[src/rtl/otter_csr_intr_pkg.sv]
// otter_csr_intr_pkg: CSR addresses, bit positions and SYSTEM-instruction constants
package otter_csr_intr_pkg;
  localparam logic [11:0] CSR_MSTATUS = 12'h300;
  localparam logic [11:0] CSR_MIE     = 12'h304;
  localparam logic [11:0] CSR_MTVEC   = 12'h305;
  localparam logic [11:0] CSR_MEPC    = 12'h341;
  localparam logic [11:0] CSR_MCAUSE  = 12'h342;
  localparam logic [11:0] CSR_MIP     = 12'h344;
  localparam int MSTATUS_MIE_BIT  = 3;
  localparam int MSTATUS_MPIE_BIT = 7;
  localparam int MIE_MEIE_BIT     = 11;
  localparam logic [6:0]  OPCODE_SYS     = 7'b1110011;
  localparam logic [2:0]  FUNC_SYS_CSRRW = 3'b001;
  localparam logic [31:0] INSTRN_MRET    = 32'h3020_0073;
endpackage

[src/rtl/otter_csr_intr_sync_edge.sv]
// otter_sync_edge: multi-flop synchronizer for an async level, plus a one-cycle rising-edge pulse
module otter_sync_edge #(
  parameter int STAGES = 2
) (
  input  logic clk,
  input  logic rst_n,
  input  logic async_i,
  output logic rise_o
);
  logic [STAGES-1:0] sync_q;
  logic              prev_q;
  always_ff @(posedge clk or negedge rst_n) begin
    if (!rst_n) begin
      sync_q <= '0;
      prev_q <= 1'b0;
    end else begin
      sync_q <= {sync_q[STAGES-2:0], async_i};
      prev_q <= sync_q[STAGES-1];
    end
  end
  assign rise_o = sync_q[STAGES-1] & ~prev_q;
endmodule

[src/rtl/otter_csr_intr.sv]
// otter_csr_intr: machine-mode CSR file and external-interrupt controller for the OTTER MCU
module otter_csr_intr
  import otter_csr_intr_pkg::*;
#(
  parameter int          SYNC_STAGES = 2,
  parameter logic [31:0] MTVEC_RST   = 32'h0000_0000,
  parameter logic [31:0] MCAUSE_EXT  = 32'h8000_000B
) (
  input  logic        clk,
  input  logic        rst_n,
  input  logic        intrpt_req,
  input  logic        exec_en,
  input  logic [31:0] instrn,
  input  logic [31:0] pc,
  input  logic [31:0] rs1_data,
  output logic        intrpt_taken,
  output logic [31:0] csr_r_data,
  output logic [31:0] mtvec,
  output logic [31:0] mepc,
  output logic        mstatus_mie
);
  logic        rise;
  logic        mie_q, mie_d, mpie_q, mpie_d, meie_q, meie_d, pend_q, pend_d;
  logic [31:0] mtvec_q, mtvec_d, mepc_q, mepc_d, mcause_q, mcause_d, rd_val;
  logic [11:0] addr;
  logic        is_csrrw, is_mret, do_csrrw, do_mret;

  otter_sync_edge #(.STAGES(SYNC_STAGES)) u_sync (
    .clk     (clk),
    .rst_n   (rst_n),
    .async_i (intrpt_req),
    .rise_o  (rise)
  );

  assign addr         = instrn[31:20];
  assign is_csrrw     = instrn[6:0] == OPCODE_SYS && instrn[14:12] == FUNC_SYS_CSRRW;
  assign is_mret      = instrn == INSTRN_MRET;
  // Registered state only, so no combinational path from the instruction word
  assign intrpt_taken = exec_en & pend_q & mie_q & meie_q;
  assign do_csrrw     = exec_en & ~intrpt_taken & is_csrrw;
  assign do_mret      = exec_en & ~intrpt_taken & is_mret;

  always_comb begin
    rd_val = '0;
    case (addr)
      CSR_MSTATUS: begin
        rd_val[MSTATUS_MIE_BIT]  = mie_q;
        rd_val[MSTATUS_MPIE_BIT] = mpie_q;
      end
      CSR_MIE:    rd_val[MIE_MEIE_BIT] = meie_q;
      CSR_MTVEC:  rd_val = mtvec_q;
      CSR_MEPC:   rd_val = mepc_q;
      CSR_MCAUSE: rd_val = mcause_q;
      CSR_MIP:    rd_val[MIE_MEIE_BIT] = pend_q;
      default:    rd_val = '0;
    endcase
  end

  assign csr_r_data = do_csrrw ? rd_val : '0;

  always_comb begin
    mie_d    = mie_q;
    mpie_d   = mpie_q;
    meie_d   = meie_q;
    mtvec_d  = mtvec_q;
    mepc_d   = mepc_q;
    mcause_d = mcause_q;
    // A new edge in the taken cycle re-arms the pending flag
    pend_d   = rise | (pend_q & ~intrpt_taken);
    if (intrpt_taken) begin
      mepc_d   = pc & ~32'h3;
      mpie_d   = mie_q;
      mie_d    = 1'b0;
      mcause_d = MCAUSE_EXT;
    end else if (do_csrrw) begin
      case (addr)
        CSR_MSTATUS: begin
          mie_d  = rs1_data[MSTATUS_MIE_BIT];
          mpie_d = rs1_data[MSTATUS_MPIE_BIT];
        end
        CSR_MIE:    meie_d   = rs1_data[MIE_MEIE_BIT];
        CSR_MTVEC:  mtvec_d  = rs1_data & ~32'h3;
        CSR_MEPC:   mepc_d   = rs1_data & ~32'h3;
        CSR_MCAUSE: mcause_d = rs1_data;
        default:    ;
      endcase
    end else if (do_mret) begin
      mie_d  = mpie_q;
      mpie_d = 1'b1;
    end
  end

  always_ff @(posedge clk or negedge rst_n) begin
    if (!rst_n) begin
      mie_q    <= 1'b0;
      mpie_q   <= 1'b0;
      meie_q   <= 1'b0;
      pend_q   <= 1'b0;
      mtvec_q  <= MTVEC_RST;
      mepc_q   <= '0;
      mcause_q <= '0;
    end else begin
      mie_q    <= mie_d;
      mpie_q   <= mpie_d;
      meie_q   <= meie_d;
      pend_q   <= pend_d;
      mtvec_q  <= mtvec_d;
      mepc_q   <= mepc_d;
      mcause_q <= mcause_d;
    end
  end

  assign mtvec       = mtvec_q;
  assign mepc        = mepc_q;
  assign mstatus_mie = mie_q;
endmodule

[config.mk]
export PLATFORM = sky130hd
export DESIGN_NAME = otter_csr_intr
export DESIGN_NICKNAME = d
export VERILOG_FILES = /design/src/rtl/otter_csr_intr_pkg.sv /design/src/rtl/otter_csr_intr_sync_edge.sv /design/src/rtl/otter_csr_intr.sv
export SDC_FILE = /design/constraint.sdc
export NUM_CORES = 1
export LEC_CHECK = 0
export CAP_MARGIN = 40
export CORE_ASPECT_RATIO = 1.25
export CORE_UTILIZATION = 44
export DETAILED_ROUTE_END_ITERATION = 16
export GPL_TIMING_DRIVEN = 0
export PLACE_DENSITY_LB_ADDON = 0.08
export SLEW_MARGIN = 30
export SYNTH_ARGS = -nofsm -noshare
export SYNTH_HDL_FRONTEND = slang
export SYNTH_HIERARCHICAL = 1
export SYNTH_SLANG_ARGS = --single-unit
[constraint.sdc]
create_clock -name clk -period 2.7 [get_ports clk]
set_input_delay 0.405 -clock clk [delete_from_list [all_inputs] [get_ports clk]]
set_output_delay 0.405 -clock clk [all_outputs]
set_load 0.01 [all_outputs]
Word level (Yosys, flattened, before mapping)
Index checks and enable logic that the tools add are counted.
- input bits: 100
- output and inout port bits: 98
- logic and storage cells: 62
- register bits: 101
- muxes and demuxes: 22
- eq/ne operators: 10
- bitwise operators: 11
- reductions and logical operators: 10
- operators with widths (kind ; count):
    32-bit two-way mux ; 7
    12-bit by 10-bit equality test with 1-bit output, second input constant ; 6
    20-bit one-hot mux with 3 select lines ; 1
    32-bit by 30-bit equality test with 1-bit output, second input constant ; 1
    3-bit one-hot mux with 3 select lines ; 3
    1-bit bitwise AND ; 8
    1-bit two-way mux ; 8
    1-bit one-hot mux with 4 select lines ; 2
    7-bit equality test, second input constant ; 1
    2-bit AND reduction ; 3
    3-bit AND reduction ; 2
    2-bit nonzero test ; 3
    1-bit one-hot mux with 5 select lines ; 1
    3-bit by 1-bit equality test with 1-bit output, second input constant ; 1
    3-bit by 2-bit inequality test with 1-bit output, second input constant ; 1
    3-bit nonzero test ; 1
    1-bit NOT ; 2
    1-bit logical AND ; 1
    1-bit bitwise OR ; 1

Longest topological paths before layout
- depth in word-level cells: 9
- gate-level depth with buffers: 8
- mapped depth without buffers: 5

Hierarchy
Netlist, hierarchy kept.
- modules (own cells, without submodules) (module ; seq. area each (um^2) ; area each (um^2) ; times used ; cells an instance):
    otter_csr_intr ; 2402.3 ; 4797.1 ; 1 ; 472
    otter_sync_edge ; 75.1 ; 88.8 ; 1 ; 4

Worst setup path after synthesis
Ideal clock, no wire load.
- kind: input to output
- start point: input port instrn[31]
- end point: output port csr_r_data[13]
- stages on the path: 6
- data arrival time: 1.846 ns
- path slack: 0.449 ns
- buffers on the path: 2
- data required time: 2.295 ns
- cells stage by stage: nor4bb_1 -> and4_1 -> buf_2 -> clkbuf_1 -> a222oi_1 -> nor2_1
- word-level cells in the longest chain between the ends: 3
- elaborated cells between the ends (all ways): 5
- those cells by class: eq/ne: 3; mux: 2
- RTL lines (element ; line ; RTL):
    from (decl) ; otter_csr_intr.sv:13 ; input logic [31:0] instrn,
    12-bit by 10-bit equality test with 1-bit output ; otter_csr_intr.sv:45 ; case (addr)
    20-bit one-hot mux with 3 select lines * ; otter_csr_intr.sv:45 ;
    32-bit two-way mux * ; otter_csr_intr.sv:59 ; assign csr_r_data = do_csrrw ? rd_val : '0;
    to (decl) ; otter_csr_intr.sv:17 ; output logic [31:0] csr_r_data,
Mark *: on every way between the ends. The rest lies on a longest branch, timed or not.

Worst setup path after layout
- start point: input port instrn[28]
- end point: output port csr_r_data[3]
- word-level cells in the longest chain between the ends: 3
- elaborated cells between the ends (all ways): 6
- those cells by class: eq/ne: 4; mux: 2
- RTL lines (element ; line):
    12-bit by 10-bit equality test with 1-bit output ; otter_csr_intr.sv:45
    1-bit one-hot mux with 4 select lines * ; otter_csr_intr.sv:45
    32-bit two-way mux * ; otter_csr_intr.sv:59
Marked as above.

==> run summary <==
The area of the multi-input gates was 2470 um^2. The critical register-to-register path endpoint is mtvec[13]. The average instance in the mapped netlist occupies 10.3 um^2. The number of nets in the layout is 801, and the power per cell area is 388 nW/um^2. In the layout the commonest cells are clkdlybuf4s50_1, dfrtp_1, nand2_1. By area the synthesized netlist is led by dfrtp_1, nand2_1, mux2i_1.

For the remaining global-route overflow, the log shows 0. The critical path starts at instrn[28]. The critical path in this run is classified as in -> out. At the later pin of the worst-skew pair, clock insertion delay measures 340 ps. The library cell with the largest summed area after synthesis was dfrtp_1. For this run, the number of Yosys warnings is 6. After synthesis, the share of cell area in mux cells is 14.1%. The tools report the fraction of the yosys area taken by sequential cells as 50.7%. The relative slew slack was 62.0%; the parity-gate share of the synthesized area counting xor and xnor cells was 0%. By area, the combinational part of the netlist is dominated by simple AND/OR/NAND/NOR gates. Summing all flip-flop and latch instances after layout gives 2480 um^2. The worst hold path belongs to the class in -> async.

In this run the worst path has a maximum fanout of 10. In this run the deepest clock path goes through 2 buffers. The most used flip-flop cell after synthesis was dfrtp_1. The synthesized design contains 99 register bits. The number of hold violations in the final report came out at 14.

The detailed router finished its first iteration with 486 violations. Static timing analysis puts the maximum clock frequency at 361 MHz. The routed design could run at a clock period as short as 2770 ps.

The congestion estimate from routability-driven global placement came to 0.913. Count of final max-slew check failures: 0. The sum of internal, switching and leakage power is 3060 uW.

The number of diodes was 0; the die boundary height was 120 um. Dividing the final minimum period by the clock period gives 102%. In the routed layout, each cell is associated on average with a via count of 5.70. Summing the areas of all fa, ha and maj instances in the mapped netlist gives 0% of the synthesized area. The final hold slack is -13.0 ps. The effective utilization at floorplan is 45.6%. Synthesis produced a netlist whose cell count is 476.

Setup repair after global routing could not meet its margin everywhere. The first global-routing pass estimated 24400 um of wire. After synthesis, the netlist uses 47 different library cells. Across the routed clock network, the largest skew measured is 8.96 ps. IR analysis of the VDD net gives a maximum drop of 0.000229 V. Of the cells placed in the final design, the portion with a size suffix greater than 1 is 23.7%. Summed over all nets, the switching power comes to 657 uW. The data required time at the worst endpoint was 2300 ps; the post-route DRC violation count was 0. The worst setup path is captured at an output pin. The flow ran to the end, but the final reports show violations. Global routing used 28.0% of the available tracks across all layers. After clock tree synthesis, the clock-pin slew on the worst setup and hold paths is 70 ps.

The worst reg-to-reg setup slack came out at 630 ps. The layout has 802 filler cells. The clock network accounts for 43.8% of the total power. Summing the areas of all compound-gate instances in the mapped netlist gives 14.0% of the synthesized area. Data on the critical path arrives at its endpoint at 2360 ps. The first detailed-routing pass took 9 iterations. The startpoint identified for the worst register-to-register timing path is mstatus_mie. The total number of vias was 4774; the power share of the combinational group was 7.6%. The logs give 838 for the post-layout instance count excluding filler cells and 73.5% for the utilization of the core after routing. The root cell of the clock tree is clkbuf_16. For this run, asynchronously set or reset flops after synthesis account for 100%. Relative to the synthesized area, the layout overhead comes to 61.3%. TritonCTS built the clock tree. After Yosys synthesis, and, or, nand and nor cells account for 16.4% of the synthesized area. The number of cells on the worst reg-to-reg path is 8.

The logs give 0 for the antenna violation net count after detailed routing and 2400 uW for the total internal power. The pre-CTS worst setup slack is -1170 ps, and the average routed wire per standard cell is 19.4 um. The setup violation total in the final timing report is 1, and the number of clock buffers inserted by TritonCTS is 9. In this run, flip-flops and latches consume 48.6% of the power.

Summed over all nets, the half-perimeter wirelength after detailed placement is 10800 um. The number of placed instances, taps included, is 803. In this run switching power makes up 21.5% of total power. The initialized floorplan defines 42 standard-cell rows. Yosys mapped a number of flops with a built-in enable equal to 0. Summing every instance area after synthesis gives 4890 um^2. Die footprint: 11500 um^2. Entering global routing, the biggest net connects 54 pins.

The number of I/O port buffers works out to 191. The run gives 0 as the initial antenna violation count. Max-cap violations in this run came to 0. The checks that failed: hold timing, setup timing.

For this design, the sink count on the clock tree is 99. The via count of the first global-routing pass was 4792; the worst-margin pin slew was 570 ps. The die span in x is 96.3 um. CTS built an H-tree with a depth of 3. The leakage power total is 0.00336 uW, and the number of primary I/O pins is 198. Most common library cell in the layout ignoring fill and taps: clkdlybuf4s50_1. For the least setup slack across all paths after layout, the log shows -67.2 ps. The worst setup path is launched from a primary input. The total wire length was 16300 um; the standard cell core area was 10700 um^2.

The top cell type by area accounts for 50.7% of the synthesized area.
## kinds of logic after synthesis
group	count (synthesis)
AO/OA/AOI/OAI	104
buffers and inverters	40
flip-flops	99
multiplexers	65
other	1
AND/OR/NAND/NOR	167
## per-layer routing
metal | global-route usage, % | wire length, um | part of all wire (%) | vias to the layer above
met5 | 0 | 0 | 0 | -
li1 | - | - | - | 2169
met1 | 35.6 | 6420 | 39 | 2348
met3 | 4.56 | 1230 | 7.5 | 31
met4 | 10.7 | 400 | 2.5 | 0
met2 | 47.0 | 8230 | 51 | 226
## power by group through the flow
| stage | Sequential [uW] | Clock (uW) | Combinational [uW] |
|---|---|---|---|
| final | 1490 | 1340 | 233 |
| after global routing | 1490 | 1400 | 251 |
| after CTS | 1490 | 1350 | 234 |
| after detailed placement | 1510 | 0 | 226 |
| after global placement | 1520 | 0 | 219 |
| after floorplan | 1520 | 0 | 25.2 |
## worst max-delay path, cell delays in order
cell,delay [ps]
clkdlybuf4s50_1,480
nor4bb_4,350
and4_4,320
buf_4,210
a22oi_1,140
a21oi_1,260
buf_2,180
## synth_stat cells, types with 3 or more instances
cell / count
clkbuf_1: 14
nor2_1: 34
nand2_1: 95
o21ai_1: 29
dfrtp_1: 99
nor4_1: 4
a21oi_1: 4
clkbuf_2: 3
o21ai_0: 32
a222oi_1: 27
mux2_1: 11
buf_4: 4
mux2i_1: 33
and2_1: 3
nor3b_1: 3
a22oi_1: 5
buf_2: 13
and4_1: 3
nor3_1: 3
mux2_2: 21
buf_8: 3
## through the flow
stage,TNS (ps),cell area [um^2]
2_1_floorplan,0,4900
3_3_place_gp,-276030,6970
3_5_place_dp,-32760,7000
4_1_cts,-575,7500
5_1_grt,-253,7880
6_report,-67.2,7880
## sequential cells by signal, summed over array words and instances (netlist names)
| signal | cells |
|---|---|
| mepc | 30 |
| mtvec | 30 |
| mstatus_mie | 1 |
| meie_q | 1 |
| mcause_q | 32 |
| mpie_q | 1 |
| u_sync/sync_q | 2 |
| u_sync/prev_q | 1 |
| pend_q | 1 |
## how the worst max path moves through the flow
stage	endpoint	slack, ps
floorplan	csr_r_data[13]	450
global placement	mepc[18]	-2460
detailed placement	csr_r_data[17]	-1170
CTS	csr_r_data[29]	-100
global route	csr_r_data[3]	-80
finish	csr_r_data[3]	-70
## area by class of cell
class | instances | area share, %
inverters | 2 | 0.111
well taps | 132 | 2.10
multi-input cells | 340 | 31.3
flip-flops and latches | 99 | 31.4
clock inverters | 5 | 0.762
repair buffers | 213 | 27.1
clock buffers | 11 | 3.21
plain buffers | 36 | 3.99
## timing repair
action,4_1_cts,5_1_grt
endpoints found under the hold margin,0,0
buffers inserted,11,8
endpoints found under the setup margin,33,33
gates resized for setup,174,94
gates cloned,1,1
hold buffers,0,0
pin swaps,6,27
Power figures use the tool's default switching activity.
